### src/rtl/tlk2711_pkg.sv
// Shared types and constants for the TLK2711 transmit framer.
// Latency: n/a (package only).
// Backpressure: n/a; holds the FSM/mode enums, K-code words and PRBS-15 helper.
package tlk2711_pkg;

   typedef enum logic [2:0] {
      ST_IDLE,
      ST_SYNC,
      ST_SOF,
      ST_HDR,
      ST_PAY,
      ST_EOF,
      ST_GAP
   } state_e;

   typedef enum logic [1:0] {
      MODE_CNT   = 2'd0,
      MODE_PRBS  = 2'd1,
      MODE_FIXED = 2'd2,
      MODE_WALK  = 2'd3
   } mode_e;

   localparam logic [15:0] K_IDLE = 16'hC5BC;
   localparam logic [15:0] K_SOF  = 16'h50FB;
   localparam logic [15:0] K_EOF  = 16'h50FD;

   localparam logic [14:0] PRBS_SEED = 15'h7FFF;

   // Runs x^15+x^14+1 for 16 bit-steps. Returns {next_state, word}; the
   // first generated bit lands in word[15].
   function automatic logic [30:0] prbs15_step16(input logic [14:0] s);
      logic [14:0] st;
      logic [15:0] w;
      logic        nb;
      st = s;
      w  = '0;
      for (int i = 0; i < 16; i++) begin
         nb = st[14] ^ st[13];
         st = {st[13:0], nb};
         w  = {w[14:0], nb};
      end
      return {st, w};
   endfunction

endpackage

### src/rtl/tlk2711_lane_gen.sv
// Per-lane payload word generator (counter / PRBS-15 / fixed / walking-one).
// Latency: combinational word for the index presented; PRBS state updates on clk.
// Backpressure: none; the LFSR only moves when adv_i is high, reseeds on reseed_i.
// Ports: clk/rst, mode_i, pattern_i (fixed word), pay_idx_i (payload index n),
//        reseed_i (SOF strobe), adv_i (payload word consumed), word_o.
module tlk2711_lane_gen
   import tlk2711_pkg::*;
#(
   parameter int LANE = 0
) (
   input  logic        clk,
   input  logic        rst,
   input  mode_e       mode_i,
   input  logic [15:0] pattern_i,
   input  logic [15:0] pay_idx_i,
   input  logic        reseed_i,
   input  logic        adv_i,
   output logic [15:0] word_o
);

   localparam logic [14:0] LANE_SEED = PRBS_SEED ^ 15'(LANE);
   localparam logic [15:0] LANE_OFS  = 16'(LANE << 12);
   localparam logic [3:0]  LANE_LO   = 4'(LANE);

   logic [14:0] lfsr_q, lfsr_d, lfsr_nxt;
   logic [15:0] prbs_word;
   logic [3:0]  walk_sh;

   always_comb begin
      {lfsr_nxt, prbs_word} = prbs15_step16(lfsr_q);
      lfsr_d = lfsr_q;
      if (reseed_i) begin
         lfsr_d = LANE_SEED;
      end else if (adv_i) begin
         lfsr_d = lfsr_nxt;
      end
   end

   always_ff @(posedge clk or posedge rst) begin
      if (rst) begin
         lfsr_q <= LANE_SEED;
      end else begin
         lfsr_q <= lfsr_d;
      end
   end

   // 4-bit sum wraps naturally, giving (n+k) mod 16.
   assign walk_sh = pay_idx_i[3:0] + LANE_LO;

   always_comb begin
      word_o = '0;
      case (mode_i)
         MODE_CNT:   word_o = LANE_OFS + pay_idx_i;
         MODE_PRBS:  word_o = prbs_word;
         MODE_FIXED: word_o = pattern_i;
         MODE_WALK:  word_o = 16'h0001 << walk_sh;
         default:    word_o = '0;
      endcase
   end

endmodule

### src/rtl/tlk2711_tx_gen.sv
// Multi-lane TLK2711 transmit framer: sync idles, SOF, header, payload, EOF, gap.
// Latency: start accepted at edge T gives the first SYNC word and o_busy at T+1.
// Backpressure: none; stop finishes the current frame (aborts at once in SYNC) then acks.
// Ports: clk/rst, i_start, i_stop, i_mode, i_pattern -> o_txd/o_tkmsb/o_tklsb per lane,
//        o_busy, o_stop_ack, o_frame_cnt, plus constant TLK2711 control pins.
module tlk2711_tx_gen
   import tlk2711_pkg::*;
#(
   parameter int LANES     = 2,
   parameter int FRAME_LEN = 256,
   parameter int SYNC_LEN  = 16,
   parameter int IDLE_GAP  = 4
) (
   input  logic                 clk,
   input  logic                 rst,
   input  logic                 i_start,
   input  logic                 i_stop,
   input  logic [1:0]           i_mode,
   input  logic [15:0]          i_pattern,
   output logic                 o_stop_ack,
   output logic                 o_busy,
   output logic [LANES*16-1:0]  o_txd,
   output logic [LANES-1:0]     o_tkmsb,
   output logic [LANES-1:0]     o_tklsb,
   output logic [31:0]          o_frame_cnt,
   output logic                 o_enable,
   output logic                 o_lckrefn,
   output logic                 o_loopen,
   output logic                 o_prbsen,
   output logic                 o_testen
);

   localparam logic [15:0] SYNC_LAST = 16'(SYNC_LEN - 1);
   localparam logic [15:0] PAY_LAST  = 16'(FRAME_LEN - 1);
   localparam logic [15:0] GAP_LAST  = 16'(IDLE_GAP - 1);

   state_e                state_q, state_d;
   logic [15:0]           cnt_q, cnt_d;
   logic                  stop_pend_q, stop_pend_d;
   logic                  stop_prev_q;
   mode_e                 mode_q, mode_d;
   logic [31:0]           frame_cnt_q, frame_cnt_d;
   logic                  ack_q, ack_d;
   logic                  busy_q;
   logic [LANES*16-1:0]   txd_q, txd_d;
   logic [LANES-1:0]      tkl_q, tkl_d;
   logic                  stop_req, stop_rise;
   logic [15:0]           line_word;
   logic                  line_k, is_pay;
   logic                  reseed, adv;
   logic [15:0]           lane_word [LANES];

   // Next-state, counters and stop handshake.
   always_comb begin
      state_d     = state_q;
      cnt_d       = cnt_q;
      stop_pend_d = stop_pend_q;
      mode_d      = mode_q;
      frame_cnt_d = frame_cnt_q;
      ack_d       = 1'b0;
      stop_req    = stop_pend_q | i_stop;
      // Only a new stop request acks from IDLE, so a held level stop
      // still produces a single ack.
      stop_rise   = i_stop & ~stop_prev_q;

      case (state_q)
         ST_IDLE: begin
            if (stop_rise) begin
               ack_d = 1'b1;
            end else if (i_start && !i_stop) begin
               state_d = ST_SYNC;
               cnt_d   = '0;
               mode_d  = mode_e'(i_mode);
            end
         end
         ST_SYNC: begin
            if (stop_req) begin
               state_d = ST_IDLE;
            end else if (cnt_q == SYNC_LAST) begin
               state_d = ST_SOF;
               cnt_d   = '0;
            end else begin
               cnt_d = cnt_q + 16'd1;
            end
         end
         ST_SOF: state_d = ST_HDR;
         ST_HDR: begin
            state_d = ST_PAY;
            cnt_d   = '0;
         end
         ST_PAY: begin
            if (cnt_q == PAY_LAST) begin
               state_d     = ST_EOF;
               frame_cnt_d = frame_cnt_q + 32'd1;
            end else begin
               cnt_d = cnt_q + 16'd1;
            end
         end
         ST_EOF: begin
            state_d = ST_GAP;
            cnt_d   = '0;
         end
         ST_GAP: begin
            if (cnt_q == GAP_LAST) begin
               state_d = stop_req ? ST_IDLE : ST_SOF;
               cnt_d   = '0;
            end else begin
               cnt_d = cnt_q + 16'd1;
            end
         end
         default: state_d = ST_IDLE;
      endcase

      if (state_q != ST_IDLE && i_stop) begin
         stop_pend_d = 1'b1;
      end
      if (state_q != ST_IDLE && state_d == ST_IDLE) begin
         ack_d       = 1'b1;
         stop_pend_d = 1'b0;
      end
   end

   // Line word for the state being entered, so the outputs stay registered
   // while still showing the first SYNC word one edge after start.
   always_comb begin
      line_word = K_IDLE;
      line_k    = 1'b1;
      is_pay    = 1'b0;
      txd_d     = '0;
      case (state_d)
         ST_SOF: line_word = K_SOF;
         ST_EOF: line_word = K_EOF;
         ST_HDR: begin
            line_word = frame_cnt_q[15:0];
            line_k    = 1'b0;
         end
         ST_PAY: begin
            is_pay = 1'b1;
            line_k = 1'b0;
         end
         default: line_word = K_IDLE;
      endcase
      for (int k = 0; k < LANES; k++) begin
         txd_d[16*k +: 16] = is_pay ? lane_word[k] : line_word;
      end
      tkl_d = {LANES{line_k}};
   end

   assign reseed = (state_d == ST_SOF);
   assign adv    = (state_d == ST_PAY);

   for (genvar k = 0; k < LANES; k++) begin : g_lane
      tlk2711_lane_gen #(
         .LANE (k)
      ) u_lane (
         .clk       (clk),
         .rst       (rst),
         .mode_i    (mode_q),
         .pattern_i (i_pattern),
         .pay_idx_i (cnt_d),
         .reseed_i  (reseed),
         .adv_i     (adv),
         .word_o    (lane_word[k])
      );
   end

   always_ff @(posedge clk or posedge rst) begin
      if (rst) begin
         state_q     <= ST_IDLE;
         cnt_q       <= '0;
         stop_pend_q <= 1'b0;
         stop_prev_q <= 1'b0;
         mode_q      <= MODE_CNT;
         frame_cnt_q <= '0;
         ack_q       <= 1'b0;
         busy_q      <= 1'b0;
         txd_q       <= '0;
         tkl_q       <= '0;
      end else begin
         state_q     <= state_d;
         cnt_q       <= cnt_d;
         stop_pend_q <= stop_pend_d;
         stop_prev_q <= i_stop;
         mode_q      <= mode_d;
         frame_cnt_q <= frame_cnt_d;
         ack_q       <= ack_d;
         busy_q      <= (state_d != ST_IDLE);
         txd_q       <= txd_d;
         tkl_q       <= tkl_d;
      end
   end

   assign o_txd       = txd_q;
   assign o_tklsb     = tkl_q;
   assign o_tkmsb     = '0;     // no line word ever carries a K-code in the MSB byte
   assign o_busy      = busy_q;
   assign o_stop_ack  = ack_q;
   assign o_frame_cnt = frame_cnt_q;
   assign o_enable    = 1'b1;
   assign o_lckrefn   = 1'b1;
   assign o_loopen    = 1'b0;
   assign o_prbsen    = 1'b0;
   assign o_testen    = 1'b0;

endmodule

### config.mk
export PLATFORM = sky130hd
export DESIGN_NAME = tlk2711_tx_gen
export DESIGN_NICKNAME = d
export VERILOG_FILES = /design/src/rtl/tlk2711_pkg.sv /design/src/rtl/tlk2711_lane_gen.sv /design/src/rtl/tlk2711_tx_gen.sv
export SDC_FILE = /design/constraint.sdc
export NUM_CORES = 1
export LEC_CHECK = 0
export ABC_AREA = 1
export BUFFER_PORTS_ARGS = -buffer_cell sky130_fd_sc_hd__buf_2
export CORE_UTILIZATION = 47
export DETAILED_ROUTE_END_ITERATION = 7
export PLACE_DENSITY = 0.67
export SKIP_CTS_REPAIR_TIMING = 1
export SYNTH_ARGS = -nofsm -noshare
export SYNTH_HDL_FRONTEND = slang
export SYNTH_SLANG_ARGS = --single-unit
export TNS_END_PERCENT = 50
### constraint.sdc
create_clock -name clk -period 5.75 [get_ports clk]
set_clock_uncertainty 0.1 [all_clocks]
set_input_delay 0 -clock clk [delete_from_list [all_inputs] [get_ports clk]]
set_output_delay 0 -clock clk [all_outputs]
set_load 0.01 [all_outputs]
==> results.py, run 1 <==
metrics = {
    "status": {
        "outcome": "finished, violations left",
        "violations": "hold timing",
    },
    "worst_setup_path": {
        "critPathLaunchType": "register",
        "cp-end-kind": "register",
        "rrSetupSlack_ns": 2.57,
        "cpMostUsedCell": "nand2_1",
        "cp_max_fo": 15,
        "r2r_cells": 17,
        "crit_required_ns": 6.01,
        "slowest_stage": "dfrtp_1",
        "critPathArrivalTime_ns": 3.44,
        "path_cells": "ha_1 > nand3_2 > nor2_1 > nand2_1 > nand2_1 > nand3_4 > nand2_2 > nand2_4 > nand2_2 > inv_1 > ha_1 > or2_2 > nor2_1 > nand2_1 > nand4_1 > nand2_1 > nand2_1",
        "slowest_delay_ns": 0.40,
        "path_buf_inv": 1,
        "timing.rr.end": "o_txd[24]$_DFF_PP0_",
        "reg2reg_from": "cnt_q[0]$_DFF_PP0_",
        "critPathKind": "register to register",
        "crit_family": "simple AND/OR/NAND/NOR gates",
    },
    "detailed_routing": {
        "routed_wl_mm": 19.3,
        "post-route-drc-count": 0,
        "dr.first_iter.drc_count": 448,
        "vias_per_cell": 5.27,
        "first_pass_iters": 5,
        "ant_nets": 0,
        "vias": 6125,
        "wl_per_cell_um": 16.6,
    },
    "place": {
        "place_congestion": 0.943,
        "pre_cts_slack_ns": 2.63,
        "numPortBuffers": 89,
        "dpl.hpwl_mm": 14.4,
    },
    "clocking": {
        "clk_pin_slew_ns": 0.05,
        "cts.sinks": 120,
        "numCtsBuffers": 17,
        "clockRootBuffer": "clkbuf_16",
        "cts_tree": "built",
        "clk-insertion-delay-late_ns": 0.43,
        "htreeDepth": 4,
        "cts_buffer_depth": 2,
    },
    "die": {
        "initial_core_util_pct": 48.9,
        "core.rowCount": 43,
        "fp.dieH_um": 123,
        "dieArea_mm2": 0.0152,
        "num_io_pins": 97,
        "core-area_mm2": 0.0141,
        "fp.dieW_um": 123,
    },
    "final_layout": {
        "n_fill_cell": 1357,
        "area_delta_synth_final_pct": 19.6,
        "nets": 998,
        "multi_input_area_mm2": 0.00340,
        "drive_above_1_share_pct": 22.8,
        "ff_latch_area_mm2": 0.00304,
        "num_antenna_cells": 0,
    },
    "timing": {
        "tns_ns": 0,
        "fmax_mhz": 315,
        "rsz0062_at_grt": "false",
        "period_needed_ns": 3.18,
        "worst_slew_pin_slew_ns": 0.940,
        "hold_ws_ns": -0.0504,
        "slew_headroom_pct": 37.1,
        "finalHoldViolCount": 7,
        "post-route-period-util_pct": 55.3,
        "setup_viol": 0,
        "slew_violations": 0,
        "fin_ws_ns": 2.57,
    },
    "job": {
        "maxCapViolCount": 0,
    },
    "global_route": {
        "grt_overflow_total": 0,
        "grt_pass1_vias": 6008,
        "track_usage_pct": 27.6,
        "antenna_found_initial": 0,
        "grt_max_degree": 69,
        "grt_pass1_wl_mm": 31.0,
    },
    "synthesis": {
        "synth_flop_cell": "dfrtp_1",
        "synthTopCellsByArea": "dfrtp_1 33%, nand2_1 13%, dfstp_2 11%",
        "synth_enable_flop_cells": 0,
        "ys_ff_latch": 120,
        "synth_most_common_cell": "nand2_1",
        "synthCells": 865,
        "async_flop_share_pct": 100,
        "synth_cell_types": 46,
        "yosysWarnings": 0,
        "synth_area_per_cell_um2": 7.97,
        "syn_area_mm2": 0.00689,
        "synth_area_leader_cell": "dfrtp_1",
        "netlist.area_leader.share_pct": 33.0,
        "ys_seq_area_share_pct": 44.1,
        "synth_commonest_cells": "246 x nand2_1, 98 x nor2_1, 91 x dfrtp_1, 69 x inv_1, 48 x xor2_1",
    },
    "min_path": {
        "hold_path.class": "primary input to register",
        "hold_start": "i_pattern[8]",
        "min_to": "o_txd[24]$_DFF_PP0_",
        "whs_path_depth": 5,
    },
    "power": {
        "powerDensity_mw_per_mm2": 258,
        "p_leak_nw": 4.43,
        "vdd_drop_max_mv": 0.186,
    },
}
## cells in the final DEF (no fill, tap or decap), types with 2 or more instances in the layout
cell type	synthesis	routed
a21oi_1	20	20
buf_2	7	89
buf_4	8	4
bufinv_16	0	5
clkbuf_16	0	17
clkinv_2	0	3
clkinvlp_4	0	2
conb_1	2	7
dfrtp_1	91	91
dfstp_2	29	29
dlygate4sd3_1	0	14
ha_1	5	5
inv_1	69	68
inv_2	12	12
inv_4	2	3
inv_6	0	2
nand2_1	246	246
nand2_2	17	17
nand2_4	5	5
nand3_1	37	37
nand3_2	6	6
nand3_4	3	3
nand4_1	34	34
nor2_1	98	97
nor2_2	12	13
nor2_4	4	4
nor3_1	8	8
nor3_4	3	3
nor4_1	2	2
o211ai_1	6	6
o21ai_0	34	34
o21ai_1	3	3
o22a_1	12	12
or2_2	3	3
xnor2_1	17	17
xor2_1	48	48
## kinds of logic after synthesis
family | synth area share (%)
AO/OA/AOI/OAI | 7.19
XOR/XNOR | 8.26
adder cells (fa/ha/maj) | 0.908
buffers and inverters | 6.92
flip-flops | 44.1
multiplexers | 0.145
other | 0.109
AND/OR/NAND/NOR | 32.4
## worst reg2reg max path: stages (launching register included)
cell and delay (ns):
dfrtp_1 0.40, ha_1 0.24, nand3_2 0.16, nor2_1 0.14, nand2_1 0.12, nand2_1 0.16, nand3_4 0.22, nand2_2 0.15
nand2_4 0.08, nand2_2 0.12, inv_1 0.05, ha_1 0.26, or2_2 0.34, nor2_1 0.23, nand2_1 0.09, nand4_1 0.09
nand2_1 0.08, nand2_1 0.08
## final cells by class
class,instances,share of cell area (%)
Multi-Input combinational cell,641,41.2
Clock inverter,12,2.40
Clock buffer,19,5.38
Timing Repair Buffer,107,7.47
Sequential cell,120,36.9
Inverter,84,3.92
Tap cell,180,2.73
## how the worst max path moves through the flow
stage,startpoint,to,cells past startpoint
final,cnt_q[0]$_DFF_PP0_,o_txd[24]$_DFF_PP0_,17
after floorplan,rst,cnt_q[0]$_DFF_PP0_,1
after global placement,cnt_q[0]$_DFF_PP0_,o_txd[25]$_DFF_PP0_,17
after detailed placement,cnt_q[0]$_DFF_PP0_,o_txd[24]$_DFF_PP0_,17
after CTS,cnt_q[0]$_DFF_PP0_,o_txd[24]$_DFF_PP0_,17
after global routing,cnt_q[0]$_DFF_PP0_,o_txd[24]$_DFF_PP0_,17
## metrics by stage
stage	total power, W	hold WS, ns	utilization [%]	instance area (um2)	std cells
floorplan	0.000925	-0.0686	-	6910	870
global placement	0.000958	0.0326	52.9	7460	1118
detailed placement	0.000958	0.0302	52.9	7460	1118
CTS	0.00213	-0.422	57.5	8100	1149
global route	0.00219	0.00151	58.5	8240	1163
finish	0.00212	-0.0504	58.5	8240	1163
## routing by layer
layer	global-route usage, %	up-vias	share of wire [%]
met1	36.7	2918	45
met3	5.21	47	4.1
li1	-	2983	-
met2	43.1	177	47
met4	13.7	0	3.6
met5	0	-	0
## report_power, final
part | switching, W | total, W | internal, W
Sequential | 0.00000440 | 0.000861 | 0.000857
Clock | 0.000397 | 0.00117 | 0.000777
Combinational | 0.0000593 | 0.0000891 | 0.0000298
Total | 0.000461 | 0.00212 | 0.00166
## flip-flops by register name, summed over array words and instances (netlist names)
name and cells:
cnt_q 16, g_lane.u_lane.lfsr_q 30, mode_q 2, o_busy 1, o_frame_cnt 32, o_stop_ack 1, o_tklsb 1, o_txd 32
state_q 3, stop_pend_q 1, stop_prev_q 1
Power figures use the tool's default switching activity.
==> run 2: changes to the inputs <==
Clock period 5.75 ns to 3 ns, I/O delays scaled along.
==> run 2 against run 1 <==
Compared with the run above:
- critical endpoint is now o_txd[23]$_DFF_PP0_
- largest power group unchanged
- highest routed layer unchanged
- critical path type unchanged
- global-route usage is 0.82 points higher
- non-clock buffer count grew 18
- the flow now finishes without violations
- die area unchanged
==> results.py, run 2 (synthesis results as in run 1) <==
metrics = {
    "status": {
        "outcome": "completed",
    },
    "timing": {
        "finalHoldViolCount": 0,
        "worst_slew_pin_slew_ns": 0.743,
        "period_needed_ns": 2.81,
        "slew_violations": 0,
        "slew_headroom_pct": 50.3,
        "tns_ns": 0,
        "setup_viol": 0,
        "post-route-period-util_pct": 93.7,
        "fmax_mhz": 356,
        "rsz0062_at_grt": "true",
    },
    "final_layout": {
        "num_antenna_cells": 0,
        "nets": 1016,
        "area_delta_synth_final_pct": 22.1,
        "final_cell_mix": "245 x nand2_1, 92 x nor2_1, 89 x dfrtp_1, 89 x buf_2, 68 x inv_1",
        "stdcell_area_mm2": 0.00841,
        "drive_above_1_share_pct": 24.7,
        "layout_commonest_cell": "nand2_1",
    },
    "detailed_routing": {
        "vias_per_cell": 5.29,
        "routed_wl_mm": 20.2,
        "post-route-drc-count": 0,
        "wl_per_cell_um": 17.1,
        "dr.first_iter.drc_count": 498,
        "ant_nets": 0,
        "first_pass_iters": 5,
        "vias": 6254,
    },
    "place": {
        "postPlaceCellArea_mm2": 0.00759,
        "place_congestion": 0.966,
        "dpl.hpwl_mm": 15.2,
        "numPortBuffers": 89,
    },
    "global_route": {
        "grt_pass1_vias": 6062,
        "grt_pass1_wl_mm": 31.6,
        "antenna_found_initial": 0,
        "grt_overflow_total": 0,
        "grt_max_degree": 53,
        "track_usage_pct": 28.4,
    },
    "worst_setup_path": {
        "slowest_delay_ns": 0.41,
        "cp_max_fo": 6,
        "critPathArrivalTime_ns": 3.05,
        "path_buf_inv": 1,
        "critPathLaunchType": "register",
        "critPathKind": "register to register",
        "path_cells": "ha_4 > nand3_4 > nor3_4 > nand2_1 > nand2_1 > nand3_4 > nand2_2 > nand2_4 > nand2_2 > inv_1 > ha_1 > or2_2 > nor2_2 > nand2_1 > nand4_1 > nand2_1 > nand2_1",
        "cpMostUsedCell": "nand2_1",
        "slowest_stage": "dfrtp_2",
        "crit_family": "simple AND/OR/NAND/NOR gates",
        "cp-end-kind": "register",
        "crit_required_ns": 3.24,
    },
    "job": {
        "maxCapViolCount": 0,
    },
    "power": {
        "p_leak_nw": 4.50,
        "powerDensity_mw_per_mm2": 473,
        "vdd_drop_max_mv": 0.421,
    },
    "clocking": {
        "clk-insertion-delay-late_ns": 0.42,
        "cts.sinks": 120,
        "cts_buffer_depth": 2,
        "clk_pin_slew_ns": 0.05,
        "cts_tree": "built",
        "clockRootBuffer": "clkbuf_16",
        "numCtsBuffers": 17,
        "htreeDepth": 4,
    },
    "die": {
        "fp.dieW_um": 123,
        "num_io_pins": 97,
        "initial_core_util_pct": 48.9,
        "core-area_mm2": 0.0141,
        "fp.dieH_um": 123,
        "core.rowCount": 43,
        "dieArea_mm2": 0.0152,
    },
    "min_path": {
        "hold_path.class": "primary input to register",
    },
}
-- run 2: cell types whose count changed in the layout (fill, tap and decap cells not counted), sizes merged --
cell,change
buf,+17
clkbuf,+5
inv,-3
bufinv,-1
clkinv,+1
clkinvlp,-1
dlygate4sd3,+1
-- run 2: worst paths after layout --
kind / startpoint / endpoint / slack, ns / cells past startpoint
max: cnt_q[0]$_DFF_PP0_ / o_txd[23]$_DFF_PP0_ / 0.19 / 17
min: i_pattern[10] / o_txd[26]$_DFF_PP0_ / 0.02 / 7
max reg2reg: cnt_q[0]$_DFF_PP0_ / o_txd[23]$_DFF_PP0_ / 0.19 / 17
min reg2reg: stop_prev_q$_DFF_PP0_ / o_stop_ack$_DFF_PP0_ / 0.34 / 1
max in group asynchronous: rst / cnt_q[0]$_DFF_PP0_ / 1.72 / 4
min in group asynchronous: rst / o_frame_cnt[31]$_DFFE_PP0P_ / 0.08 / 3
-- run 2: metal layers --
metal | up-vias | track usage [%] | wire (um)
met1 | 2989 | 37.6 | 8930
met2 | 212 | 45.8 | 9640
met3 | 31 | 5.67 | 1070
met5 | - | 0 | 0
met4 | 0 | 11.3 | 545
li1 | 3022 | - | -
-- run 2: worst min-delay path, cell delays in order --
cell and delay (ns):
buf_2 0.07, nand2_1 0.04, inv_1 0.10, a21oi_1 0.09, nand3_1 0.09, nand2_1 0.05, nand2_1 0.05
-- run 2: stage by stage --
stage,utilization [%],worst slack (ns),instances,hold WS [ns],total power [W]
final,59.7,0.189,1182,0.0212,0.00398
after global routing,59.7,-0.00614,1182,0.0639,0.00410
after CTS,58.2,-0.0215,1165,-0.484,0.00399
after detailed placement,53.8,0.0452,1133,-0.0412,0.00184
after global placement,53.8,0.0764,1133,-0.0416,0.00184
after floorplan,-,0.370,870,-0.0686,0.00177
-- run 2: power by group --
part | total [W] | internal, W | leakage [nW] | switching [W]
clock | 0.00214 | 0.00143 | 0.302 | 0.000713
combinational | 0.000180 | 0.0000627 | 2.69 | 0.000117
sequential | 0.00165 | 0.00164 | 1.51 | 0.00000998
total | 0.00398 | 0.00314 | 4.50 | 0.000840
-- run 2: area by class of cell --
class,instances,area [um2]
fill,1275,5680
multi-input combinational,641,3440
sequential,120,3040
timing repair buffer,125,766
clock buffer,24,472
inverter,84,324
tap,180,225
clock inverter,8,144
==> run 3: changes to the inputs <==
Settings changed: ABC_AREA 1 to unset, PLACE_DENSITY 0.67 to 0.68.
==> run 3 against run 2 <==
Compared with the run above:
- the flow now finishes with violations (hold timing, setup timing)
- flip-flop and latch count unchanged
- via count rose by 4.9%
- global-route usage grew 2.0 points
- combinational power rose to 8.6 times the previous value
- highest routed layer unchanged
==> results.py, run 3 <==
metrics = {
    "power": {
        "p_leak_nw": 4.15,
        "powerDensity_mw_per_mm2": 650,
        "vdd_drop_max_mv": 0.412,
    },
    "final_layout": {
        "final_util_pct": 64.5,
        "stdcell_area_mm2": 0.00898,
        "drive_above_1_share_pct": 34.3,
        "n_fill_cell": 1134,
        "nets": 921,
        "num_antenna_cells": 0,
        "final_cell_mix": "91 x dfrtp_1, 89 x buf_2, 89 x buf_4",
        "area_delta_synth_final_pct": 33.7,
        "layout_commonest_cell": "dfrtp_1",
    },
    "detailed_routing": {
        "post-route-drc-count": 0,
        "first_pass_iters": 5,
        "routed_wl_mm": 22.1,
        "vias": 6558,
        "ant_nets": 0,
        "wl_per_cell_um": 20.4,
        "dr.first_iter.drc_count": 589,
        "vias_per_cell": 6.03,
    },
    "global_route": {
        "antenna_found_initial": 0,
        "grt_util_met3_pct": 5.57,
        "grt_pass1_vias": 6125,
        "met1_usage_pct": 41.9,
        "grt_max_degree": 55,
        "track_usage_pct": 30.4,
        "grt_use_met2_pct": 46.7,
        "grt_overflow_total": 0,
        "busiest_layer": "met2",
        "grt_pass1_wl_mm": 33.6,
    },
    "timing": {
        "rsz0062_at_grt": "true",
        "setup_viol": 1,
        "finalHoldViolCount": 4,
        "fin_ws_ns": -0.0292,
        "slew_headroom_pct": 51.9,
        "post-route-period-util_pct": 101,
        "period_needed_ns": 3.03,
        "fmax_mhz": 330,
        "slew_violations": 0,
        "hold_ws_ns": -0.0514,
        "worst_slew_pin_slew_ns": 0.721,
    },
    "worst_setup_path": {
        "path_buf_inv": 1,
        "cp-end-kind": "register",
        "slowest_delay_ns": 0.40,
        "critPathArrivalTime_ns": 3.21,
        "slowest_stage": "dfrtp_1",
        "path_cells": "nor4_4 > buf_4 > a41o_4 > a21boi_4 > a21oi_1 > or2_2 > ha_1 > nor2_2 > and2_4 > a221oi_4 > o211ai_1",
        "critPathKind": "register to register",
        "crit_required_ns": 3.18,
        "crit_family": "compound AO/OA/AOI/OAI gates",
        "critPathLaunchType": "register",
        "cp_max_fo": 3,
    },
    "die": {
        "num_io_pins": 97,
        "core.rowCount": 43,
        "core-area_mm2": 0.0139,
        "dieArea_mm2": 0.0148,
        "fp.dieW_um": 122,
        "fp.dieH_um": 122,
        "initial_core_util_pct": 48.2,
    },
    "synthesis": {
        "netlist.area_leader.share_pct": 33.9,
        "synth_commonest_cells": "91 x dfrtp_1, 79 x nand2_1, 67 x o21ai_0, 48 x xnor2_1, 41 x nor2_1",
        "syn_area_mm2": 0.00672,
        "synth_flop_cell": "dfrtp_1",
        "synth_area_leader_cell": "dfrtp_1",
        "synth_area_per_cell_um2": 9.45,
        "ys_seq_area_share_pct": 45.2,
        "yosysWarnings": 0,
        "ys_ff_latch": 120,
        "synth_cell_types": 78,
        "synth_enable_flop_cells": 0,
        "synthTopCellsByArea": "dfrtp_1 34%, dfstp_2 11%, xnor2_1 6.3%",
        "synthCells": 711,
        "synth_most_common_cell": "dfrtp_1",
        "async_flop_share_pct": 100,
    },
    "clocking": {
        "clockRootBuffer": "clkbuf_16",
        "clk-insertion-delay-late_ns": 0.42,
        "cts.sinks": 120,
        "clk_pin_slew_ns": 0.06,
        "numCtsBuffers": 17,
        "htreeDepth": 4,
        "cts_buffer_depth": 2,
        "cts_tree": "built",
    },
    "min_path": {
        "hold_path.class": "primary input to register",
    },
    "status": {
        "violations": "hold timing, setup timing",
        "outcome": "finished, violations left",
    },
    "place": {
        "dpl.hpwl_mm": 16.1,
        "numPortBuffers": 89,
        "place_congestion": 1.02,
        "postPlaceCellArea_mm2": 0.00789,
        "pre_cts_slack_ns": -0.148,
    },
    "job": {
        "maxCapViolCount": 0,
    },
}
==> run 3: worst paths after layout <==
check	from	to	slack, ns	depth (start not counted)
max	cnt_q[14]$_DFF_PP0_	o_txd[16]$_DFF_PP0_	-0.03	11
min	i_pattern[1]	o_txd[1]$_DFF_PP0_	-0.05	4
max reg2reg	cnt_q[14]$_DFF_PP0_	o_txd[16]$_DFF_PP0_	-0.03	11
min reg2reg	o_frame_cnt[31]$_DFFE_PP0P_	o_frame_cnt[31]$_DFFE_PP0P_	0.36	1
max in group asynchronous	rst	g_lane[0].u_lane.lfsr_q[9]$_DFFE_PP1P_	1.79	4
min in group asynchronous	rst	stop_prev_q$_DFF_PP0_	0.13	3
==> run 3: cell families after synthesis <==
| logic type | after synthesis | synth area share [%] |
|---|---|---|
| adder cells (fa/ha/maj) | 5 | 0.931 |
| multiplexers | 6 | 0.968 |
| buffers and inverters | 56 | 4.40 |
| AND/OR/NAND/NOR | 249 | 19.6 |
| XOR/XNOR | 68 | 8.98 |
| flip-flops | 120 | 45.2 |
| AO/OA/AOI/OAI | 205 | 19.8 |
| other | 2 | 0.112 |
==> run 3: final cells by class <==
| cell class | count | area, um2 | share of cell area [%] |
|---|---|---|---|
| Timing Repair Buffer | 200 | 1380 | 15.4 |
| Clock buffer | 17 | 425 | 4.74 |
| Inverter | 15 | 60.1 | 0.669 |
| Sequential cell | 120 | 3040 | 33.8 |
| Multi-Input combinational cell | 540 | 3610 | 40.2 |
| Clock inverter | 15 | 239 | 2.66 |
| Tap cell | 180 | 225 | 2.51 |
==> run 3: per-layer routing <==
layer  vias to the layer above  part of all wire [%]
met3                        41                   7.6
li1                       2944                     -
met4                         0                   2.8
met2                       329                    46
met5                         -                     0
met1                      3244                    43
==> run 3: through the flow <==
| stage | cells | hold WS [ns] | power, W | setup TNS, ns |
|---|---|---|---|---|
| global route | 1087 | 0.00427 | 0.00607 | -0.719 |
| detailed placement | 1034 | 0.0511 | 0.00338 | -0.286 |
| global placement | 1034 | 0.0314 | 0.00337 | -0.113 |
| CTS | 1066 | -0.394 | 0.00570 | -0.588 |
| finish | 1087 | -0.0514 | 0.00584 | -0.0292 |
| floorplan | 716 | -0.0686 | 0.00274 | -0.419 |
==> run 3: tightest hold or removal path, delay by kind of cell <==
family	cells	cell delay [ns]
buffers and inverters	1	0.09
AO/OA/AOI/OAI	3	0.33
==> run 3: report_power, final <==
group	switching [W]	total, W	leakage (nW)	internal (W)
combinational	0.000836	0.00154	2.32	0.000705
clock	0.000809	0.00230	0.321	0.00149
sequential	0.000154	0.00199	1.51	0.00184
